===== src/rtl/mul_div_unit.sv =====
// Iterative multiply/divide unit with HI/LO result registers.
// One shift-add or restoring shift-subtract step per clock on unsigned magnitudes; signs are fixed up at the end.
module mul_div_unit #(
    parameter int WIDTH = 32
) (
    input  logic             clk,
    input  logic             rst_n,
    input  logic             start,
    input  logic [1:0]       op,
    input  logic [WIDTH-1:0] src_a,
    input  logic [WIDTH-1:0] src_b,
    input  logic             hi_we,
    input  logic             lo_we,
    input  logic [WIDTH-1:0] wd,
    output logic             busy,
    output logic             done,
    output logic [WIDTH-1:0] hi,
    output logic [WIDTH-1:0] lo
);
    localparam int CW = $clog2(WIDTH);
    localparam logic [1:0] S_IDLE   = 2'd0;
    localparam logic [1:0] S_RUN    = 2'd1;
    localparam logic [1:0] S_FINISH = 2'd2;
    localparam logic [CW-1:0] LAST  = CW'(WIDTH - 1);

    logic [1:0]       state_reg;
    logic [CW-1:0]    count_reg;
    logic             is_div_reg;
    logic             neg_q_reg;
    logic             neg_r_reg;
    logic [WIDTH-1:0] mag_reg;
    logic [WIDTH-1:0] acc_hi_reg;
    logic [WIDTH-1:0] acc_lo_reg;
    logic [WIDTH-1:0] hi_reg;
    logic [WIDTH-1:0] lo_reg;
    logic             done_reg;

    logic             a_neg;
    logic             b_neg;
    logic             b_zero;
    logic [WIDTH-1:0] abs_a;
    logic [WIDTH-1:0] abs_b;
    logic [WIDTH:0]   mul_sum;
    logic [WIDTH:0]   div_trial;
    logic             div_ge;
    logic [WIDTH-1:0] div_sub;
    logic [2*WIDTH-1:0] prod;
    logic [2*WIDTH-1:0] prod_fix;
    logic [WIDTH-1:0] quot_fix;
    logic [WIDTH-1:0] rem_fix;
    logic [WIDTH-1:0] res_hi;
    logic [WIDTH-1:0] res_lo;

    // op[0]=0 selects the signed variants
    assign a_neg  = ~op[0] & src_a[WIDTH-1];
    assign b_neg  = ~op[0] & src_b[WIDTH-1];
    assign b_zero = (src_b == '0);
    assign abs_a  = a_neg ? -src_a : src_a;
    assign abs_b  = b_neg ? -src_b : src_b;

    // Multiply: acc_lo holds the remaining multiplier bits, product shifts in from the top
    assign mul_sum = {1'b0, acc_hi_reg} + (acc_lo_reg[0] ? {1'b0, mag_reg} : '0);

    // Divide: remainder in acc_hi, dividend bits shift out of acc_lo as quotient bits shift in
    assign div_trial = {acc_hi_reg, acc_lo_reg[WIDTH-1]};
    assign div_ge    = (div_trial >= {1'b0, mag_reg});
    assign div_sub   = div_trial[WIDTH-1:0] - mag_reg;

    assign prod     = {acc_hi_reg, acc_lo_reg};
    assign prod_fix = neg_q_reg ? -prod : prod;
    assign quot_fix = neg_q_reg ? -acc_lo_reg : acc_lo_reg;
    assign rem_fix  = neg_r_reg ? -acc_hi_reg : acc_hi_reg;
    assign res_hi   = is_div_reg ? rem_fix : prod_fix[2*WIDTH-1:WIDTH];
    assign res_lo   = is_div_reg ? quot_fix : prod_fix[WIDTH-1:0];

    always_ff @(posedge clk or negedge rst_n) begin
        if (!rst_n) begin
            state_reg  <= S_IDLE;
            count_reg  <= '0;
            is_div_reg <= 1'b0;
            neg_q_reg  <= 1'b0;
            neg_r_reg  <= 1'b0;
            mag_reg    <= '0;
            acc_hi_reg <= '0;
            acc_lo_reg <= '0;
            hi_reg     <= '0;
            lo_reg     <= '0;
            done_reg   <= 1'b0;
        end else begin
            done_reg <= 1'b0;
            case (state_reg)
                S_IDLE: begin
                    if (hi_we) hi_reg <= wd;
                    if (lo_we) lo_reg <= wd;
                    if (start) begin
                        state_reg  <= S_RUN;
                        count_reg  <= '0;
                        is_div_reg <= op[1];
                        // A zero divisor must leave the all-ones quotient uncorrected
                        neg_q_reg  <= (a_neg ^ b_neg) & ~(op[1] & b_zero);
                        neg_r_reg  <= a_neg;
                        mag_reg    <= op[1] ? abs_b : abs_a;
                        acc_hi_reg <= '0;
                        acc_lo_reg <= op[1] ? abs_a : abs_b;
                    end
                end
                S_RUN: begin
                    count_reg <= count_reg + CW'(1);
                    if (count_reg == LAST) state_reg <= S_FINISH;
                    if (is_div_reg) begin
                        acc_hi_reg <= div_ge ? div_sub : div_trial[WIDTH-1:0];
                        acc_lo_reg <= {acc_lo_reg[WIDTH-2:0], div_ge};
                    end else begin
                        acc_hi_reg <= mul_sum[WIDTH:1];
                        acc_lo_reg <= {mul_sum[0], acc_lo_reg[WIDTH-1:1]};
                    end
                end
                S_FINISH: begin
                    hi_reg    <= res_hi;
                    lo_reg    <= res_lo;
                    done_reg  <= 1'b1;
                    count_reg <= '0;
                    state_reg <= S_IDLE;
                end
                default: state_reg <= S_IDLE;
            endcase
        end
    end

    assign busy = (state_reg != S_IDLE);
    assign done = done_reg;
    assign hi   = hi_reg;
    assign lo   = lo_reg;
endmodule


===== config.mk =====
export PLATFORM = sky130hd
export DESIGN_NAME = mul_div_unit
export DESIGN_NICKNAME = d
export VERILOG_FILES = /design/src/rtl/mul_div_unit.sv
export SDC_FILE = /design/constraint.sdc
export NUM_CORES = 1
export LEC_CHECK = 0
export ABC_CLOCK_PERIOD_IN_PS = 9100
export BUFFER_PORTS_ARGS = -buffer_cell sky130_fd_sc_hd__buf_2
export CAP_MARGIN = 20
export CORE_ASPECT_RATIO = 1.5
export CORE_MARGIN = 1.5
export CORE_UTILIZATION = 55
export CTS_CLUSTER_SIZE = 40
export DETAILED_ROUTE_END_ITERATION = 16
export MAX_ROUTING_LAYER = met4
export PLACE_DENSITY = 0.76
export SYNTH_ARGS = -nofsm -noshare
export SYNTH_HDL_FRONTEND = slang
export SYNTH_SLANG_ARGS = --single-unit

===== constraint.sdc =====
create_clock -name clk -period 9.1 [get_ports clk]
set_input_delay 0.455 -clock clk [delete_from_list [all_inputs] [get_ports clk]]
set_output_delay 0.455 -clock clk [all_outputs]
set_load 0.01 [all_outputs]

==> impl_results.md, run 1 <==
* CORE AREA at about 0.027 sq mm
* Most common cell after layout, fill and taps aside: nand2_1
* Placed cell count at 2349
* Capturing element type of the critical path: flop
* Fin Clk Skew at approximately 14 ps
* H-tree Lvls at 4
* Top delay family on crit path: compound AO/OA/AOI/OAI gates
* Clock-pin slew on the worst setup and hold paths at 70 ps
* # DRC at 0
* Data arrival, critical path at 5090 ps
* Most frequent cells in the layout: 216 x nand2_1, 198 x nor2_1, 189 x a21oi_1
* 1st-iter DRT viols at between 1000 and 1500
* Relative slew slack at 0.252
* Area contributors post-synth: dfrtp_1 29%, a21oi_1 6.4%, o21ai_0 6.3%
* Worst VDD drop at about 0.27 mV
* Hold WC Path Type: primary input to flop
* TritonCTS Sinks at ~170
* P_leak at between 7 and 8 nW
* Yosys warns at 0
* Worst-Margin Slew at ~1100 ps
* Routed wire length at 51900 microns
* Share of layout cells above drive strength 1 at 0.117
* Fin crit share at 0.521
* First-pass GRT wire length at around 79000 microns
* TritonRoute pass-1 iters at 6
* Worst Path Buf+Inv at 2
* Post-CTS Repair Setup Buffers at 0
* Initial Utilization at 0.559
* Tot GR Track Use at 0.385
* Fmax at around 210 MHz
* Antenna-violating nets left at 0
* Routed wire per std cell at 21.8 microns
* Ports at about 170
* Seq/Total Area, Yosys at 0.288
* DIE HEIGHT at 204 microns
* DIE WIDTH at approximately 140 microns
* Via density per instance at 6.30
* RSZ-0062 raised after global routing: false
* Crit path max fanout at 25
* Total power at ~7.1 mW
* Final min period at about 4700 ps
* TritonCTS clock tree: built
* Mean post-synth cell area at around 7.6 sq um
* #FFs+latches synth at about 170
* Root Driver: clkbuf_16
* CP Data Required Time at between 9000 and 10000 ps
* Yosys cell types at 74
* Final hold vios at 0
* Setup TNS at 0 ps
* Final non-filler cell total at around 2400
* Remaining global-route overflow at 0
* Final core occ at 0.618
* Total number of vias at 15008
* CTS resizes at 0
* Post-route worst setup slack at 4360 ps
* Die area at between 0.02 and 0.03 sq mm
* Placed Instance Area at 0.0158 sq mm
* PwrDens at between 400 and 500 mW/mm^2
* Crit path launch type: flop
* Synthesis-to-finish area growth at 10.4%
* Max Root-Sink Buffers at 2
* Vias in the first global route at approximately 14000
* Syn Nets at roughly 2100
* Nets@finish at 2207
* Number of enable flip-flop cells after synthesis at 0
* Initial antenna violation count at 1
* Final Max Slew Viols at 0
* Syn Inst Count at 1948
* Crit-path max cell delay at roughly 600 ps
* Design Area, Final at around 0.016 sq mm
* CTS buffer count at 17
* Critical path class: flop to flop
* RD Place Congestion at 0.970
* Most used cell, CP: o21ai_0
* Largest net degree at the start of global routing at 109
* Num rows at 73
* Post-synth top area cell: dfrtp_1
* Worst-Skew Late Latency at roughly 460 ps
* Slowest cell on crit path: a2111oi_0
* FFs w/ async S/R, synth at 1.00
* Number of max-cap violations at 0
* Pre-CTS setup slack at around 4400 ps
* Synth Flop Type: dfrtp_1
* Post-synth top area share at 0.288
* Status: finished, final reports clean
* Port-buffer cells at about 170
* Worst hold margin at 257 ps
* Final setup vio count at 0
* # hold bufs at CTS at 1
* Synth Cell Area at between 0.01 and 0.015 sq mm
* CP cell instances: inv_1, buf_4, nor2_1, ha_1, a2111o_1, o21ai_0, a2111oi_0, o21ai_0, o31ai_1, a31oi_1, o41ai_1, xnor2_1, a22oi_1, a32o_1
* DP Wirelength at between 30000 and 40000 microns
-- worst min-delay path, delay by kind of cell --
| family | cells | cell delay [ps] |
|---|---|---|
| AOI/OAI and AO/OA | 2 | 130 |
| buffers and inverters | 1 | 90 |
-- cell families after synthesis --
kind of cell             share of synthesized area
AO/OA/AOI/OAI                                0.275
AND/OR/NAND/NOR                              0.190
buffers and inverters                       0.0499
flip-flops                                   0.288
XOR/XNOR                                    0.0995
adder cells (fa/ha/maj)                     0.0616
multiplexers                                0.0367
-- power by group --
group / switching, mW / internal [mW] / total, mW / leakage (nW)
clock network: 0.341 / 0.407 / 0.748 / 0.274
registers: 0.530 / 1.15 / 1.68 / 2.05
logic: 2.79 / 1.91 / 4.69 / 4.95
total: 3.66 / 3.46 / 7.12 / 7.28
-- area by class of cell --
class / count / area (sq um)
sequential: 171 / 4280
multi-input combinational: 1582 / 9880
tap: 337 / 422
clock inverter: 11 / 138
inverter: 74 / 278
clock buffer: 19 / 433
fill: 2460 / 10200
antenna: 1 / 2.50
timing repair buffer: 186 / 985
-- synthesized netlist by cell type (5+ instances only) --
cell      count
nand2_1     217
nor2_1      200
a21oi_1     189
o21ai_0     187
dfrtp_1     171
clkbuf_1    106
xnor2_1      87
xor2_1       82
inv_1        72
ha_1         70
mux2i_1      50
a211oi_1     44
a21o_1       38
nor3_1       36
o211ai_1     35
nand3_1      34
a22oi_1      29
a31oi_1      28
o31ai_1      28
or3_1        20
nor4_1       17
nand2b_1     16
and3_1       15
nor2b_1      15
o221ai_1     15
o21a_1       13
buf_1        12
or2_2         9
or4_1         9
nand4_1       8
o22ai_1       8
a32oi_1       5
and2_1        5
o21bai_1      5
o41ai_1       5
-- final timing paths --
kind	startpoint	endpoint	slack, ps	cells after the start
max	acc_lo_reg[0]$_DFFE_PN0P_	acc_hi_reg[30]$_DFFE_PN0P_	4360	14
min	wd[29]	hi[29]$_DFFE_PN0P_	260	3
max reg2reg	acc_lo_reg[0]$_DFFE_PN0P_	acc_hi_reg[30]$_DFFE_PN0P_	4360	14
min reg2reg	lo[12]$_DFFE_PN0P_	lo[12]$_DFFE_PN0P_	470	2
max in group asynchronous	rst_n	is_div_reg$_DFFE_PN0P_	7290	3
min in group asynchronous	rst_n	lo[6]$_DFFE_PN0P_	480	2
-- layer usage --
| layer | share of wire | vias up | GRT usage |
|---|---|---|---|
| met2 | 0.47 | 597 | 0.611 |
| met3 | 0.060 | 189 | 0.0503 |
| met1 | 0.39 | 7043 | 0.440 |
| met5 | 0 | - | - |
| met4 | 0.083 | 0 | 0.288 |
| li1 | - | 7179 | - |
No activity file was read; power rests on OpenSTA's default activity.
==> run 2, diff against run 1 <==
- ABC_CLOCK_PERIOD_IN_PS: 9100 -> 4900
- clock period: 9.1 -> 4.9 ns (I/O delays scaled with it)
==> run 2 against run 1 <==
Effect of this change: combinational power up 96%; sequential cell count unchanged; hold slack worse by 200 ps; sequential share of layout area down 0.36 points; critical path depth up 2; clock power up 98%; die area unchanged; utilization up 0.87 points; critical path type unchanged; largest power group unchanged; highest routed layer unchanged.
==> impl_results.md, run 2 (synthesis results as in run 1) <==
* Status: finished, final reports clean
* First-pass GRT wire length at 80800 microns (+2.7%)
* Placed Instance Area at 0.0160 sq mm (+1.1%)
* Synthesis-to-finish area growth at 12.0%
* Fmax at 222 MHz (+5.3%)
* Vias in the first global route at 14468 (+2.6%)
* Share of layout cells above drive strength 1 at 0.129 (+0.0112)
* Capturing element type of the critical path: flop
* Most used cell, CP: buf_4
* TritonCTS Sinks at 171 (unchanged)
* Worst hold margin at 58.1 ps (-199 ps)
* CP Data Required Time at 5250 ps (-4200 ps)
* Num rows at 73 (unchanged)
* Reg-to-Reg Start: acc_lo_reg[0]$_DFFE_PN0P_
* Worst VDD drop at 0.436 mV (+62%)
* Crit-path max cell delay at 620 ps (+20 ps)
* Die area at 0.0281 sq mm (unchanged)
* CTS buffer count at 17 (unchanged)
* Area of the multi-input gates at 0.00988 sq mm (about the same)
* DIE WIDTH at 137 microns (unchanged)
* Crit path launch type: flop
* Worst hold path endpoint: hi[31]$_DFFE_PN0P_
* RSZ-0062 raised after global routing: false
* CP cell instances: inv_1, buf_4, nor2_1, ha_1, a2111o_1, o21ai_0, a2111oi_0, o21ai_0, buf_4, o31ai_1, buf_4, a31oi_1, o41ai_1, xnor2_1, a22oi_1, a32o_1
* Root Driver: clkbuf_16
* DIE HEIGHT at 204 microns (unchanged)
* Initial Utilization at 0.559 (unchanged)
* 1st-iter DRT viols at 1365 (+21%)
* Initial antenna violation count at 0 (-1)
* R2R setup slack at 400 ps (-3960 ps)
* CTS resizes at 0 (unchanged)
* Sequential cell area at 0.00428 sq mm (unchanged)
* Final Max Slew Viols at 0 (unchanged)
* Most common cell after layout, fill and taps aside: nand2_1
* DP Wirelength at 40100 microns (+1.8%)
* Min-delay src: wd[31]
* TritonRoute pass-1 iters at 6 (unchanged)
* Ports at 169 (unchanged)
* Number of diodes at 0 (-1)
* PwrDens at 816 mW/mm^2 (+88%)
* Worst Path Buf+Inv at 4 (+2)
* Routed wire per std cell at 22.2 microns (+2.1%)
* Nets@finish at 2230 (+1.0%)
* CORE AREA at 0.0266 sq mm (unchanged)
* Port-buffer cells at 168 (unchanged)
* Design Area, Final at 0.0167 sq mm (+1.4%)
* Total number of vias at 15439 (+2.9%)
* Final hold vios at 0 (unchanged)
* Crit path max fanout at 16 (-36%)
* P_leak at 7.43 nW (+2.0%)
* Via density per instance at 6.42 (+1.8%)
* Total power at 13.6 mW (+91%)
* Final min period at 4500 ps (-241 ps)
* Fin Clk Skew at 9.65 ps (-4.08 ps)
* Worst-Skew Late Latency at 470 ps (about the same)
* Most frequent cells in the layout: 216 x nand2_1, 198 x nor2_1, 189 x a21oi_1
* Top delay family on crit path: compound AO/OA/AOI/OAI gates
* Tot GR Track Use at 0.395 (+0.0101)
* Critical path class: flop to flop
* Combinational Power Share at 0.674 (+0.015)
* Hold WC Path Type: primary input to flop
* Sequential share of power at 0.217 (-0.019)
* RD Place Congestion at 1.01 (+4.2%)
* Remaining global-route overflow at 0 (unchanged)
* # DRC at 0 (unchanged)
* Clock network fraction of total power at 0.109 (+0.004)
* FILL cells at 2403 (-2.3%)
* Antenna-violating nets left at 0 (unchanged)
* Number of max-cap violations at 0 (unchanged)
* Switching share of power at 0.515 (+0.000827)
* Worst R2R Path Depth at 16 (+2)
* Largest net degree at the start of global routing at 84 (-23%)
* Relative slew slack at 0.221 (-0.0311)
* Final setup vio count at 0 (unchanged)
* Reg2reg end: acc_hi_reg[30]$_DFFE_PN0P_
* Hold Path Depth at 3 (unchanged)
* Slowest cell on crit path: a2111oi_0
* Clock-pin slew on the worst setup and hold paths at 70 ps (about the same)
* Sw power at 6.99 mW (+91%)
* Post-CTS Repair Setup Buffers at 0 (unchanged)
* Max Root-Sink Buffers at 2 (unchanged)
* Data arrival, critical path at 4850 ps (-240 ps)
* Worst-Margin Slew at 1160 ps (+43.5 ps)
* Fin crit share at 0.918 (+0.397)
* Setup TNS at 0 ps (unchanged)
* TritonCTS clock tree: built
* Routed wire length at 53500 microns (+3.1%)
* H-tree Lvls at 4 (unchanged)
* Pint at 6.60 mW (+91%)
-- run 2: cell types whose count changed in the layout (fill, tap and decap cells not counted), sizes merged --
cell      change
clkinv        +3
clkinvlp      -2
clkbuf        -1
buf          +23
diode         -1
inv           +2
-- run 2: per-layer routing --
metal | GRT usage | part of all wire
met1 | 0.440 | 0.38
met2 | 0.634 | 0.46
met3 | 0.0687 | 0.077
met4 | 0.282 | 0.083
met5 | - | 0
-- run 2: worst min-delay path, delay by kind of cell --
family,cells,cell delay (ps)
buf+inv,1,110
compound gates,2,120
-- run 2: timing repair --
item                                    CTS  global route
hold buffers                              1             0
hold endpoints to repair                 81             0
endpoints found under the setup margin    0             0
-- run 2: worst max path at each step --
stage,start,end,slack (ps),depth (start not counted)
3_3_place_gp,acc_lo_reg[0]$_DFFE_PN0P_,acc_hi_reg[30]$_DFFE_PN0P_,550,16
5_1_grt,acc_lo_reg[0]$_DFFE_PN0P_,acc_hi_reg[30]$_DFFE_PN0P_,260,16
3_5_place_dp,acc_lo_reg[0]$_DFFE_PN0P_,acc_hi_reg[30]$_DFFE_PN0P_,480,16
6_report,acc_lo_reg[0]$_DFFE_PN0P_,acc_hi_reg[30]$_DFFE_PN0P_,400,16
2_1_floorplan,acc_lo_reg[0]$_DFFE_PN0P_,acc_hi_reg[30]$_DFFE_PN0P_,1350,14
4_1_cts,acc_lo_reg[0]$_DFFE_PN0P_,acc_hi_reg[30]$_DFFE_PN0P_,450,16
-- run 2: final cells by class --
class / count / share of cell area
Inverter: 74 / 0.0167
Clock inverter: 14 / 0.0120
Clock buffer: 18 / 0.0258
Timing Repair Buffer: 209 / 0.0700
Tap cell: 337 / 0.0253
Sequential cell: 171 / 0.257
Multi-Input combinational cell: 1582 / 0.593
-- run 2: power by group through the flow --
| stage | registers [mW] | clock network [mW] | logic [mW] |
|---|---|---|---|
| final | 2.95 | 1.48 | 9.17 |
| after global routing | 3.03 | 1.54 | 10.0 |
| after CTS | 2.92 | 1.49 | 9.00 |
| after detailed placement | 2.94 | 0 | 8.94 |
| after global placement | 2.92 | 0 | 8.79 |
| after floorplan | 2.78 | 0 | 6.46 |
-- run 2: metrics by stage --
| step | worst slack, ps | instances | utilization |
|---|---|---|---|
| 3_3_place_gp | 554 | 2370 | 0.602 |
| 4_1_cts | 449 | 2404 | 0.626 |
| 5_1_grt | 258 | 2405 | 0.626 |
| 6_report | 403 | 2405 | 0.626 |
| 3_5_place_dp | 483 | 2371 | 0.602 |
| 2_1_floorplan | 1350 | 1948 | - |
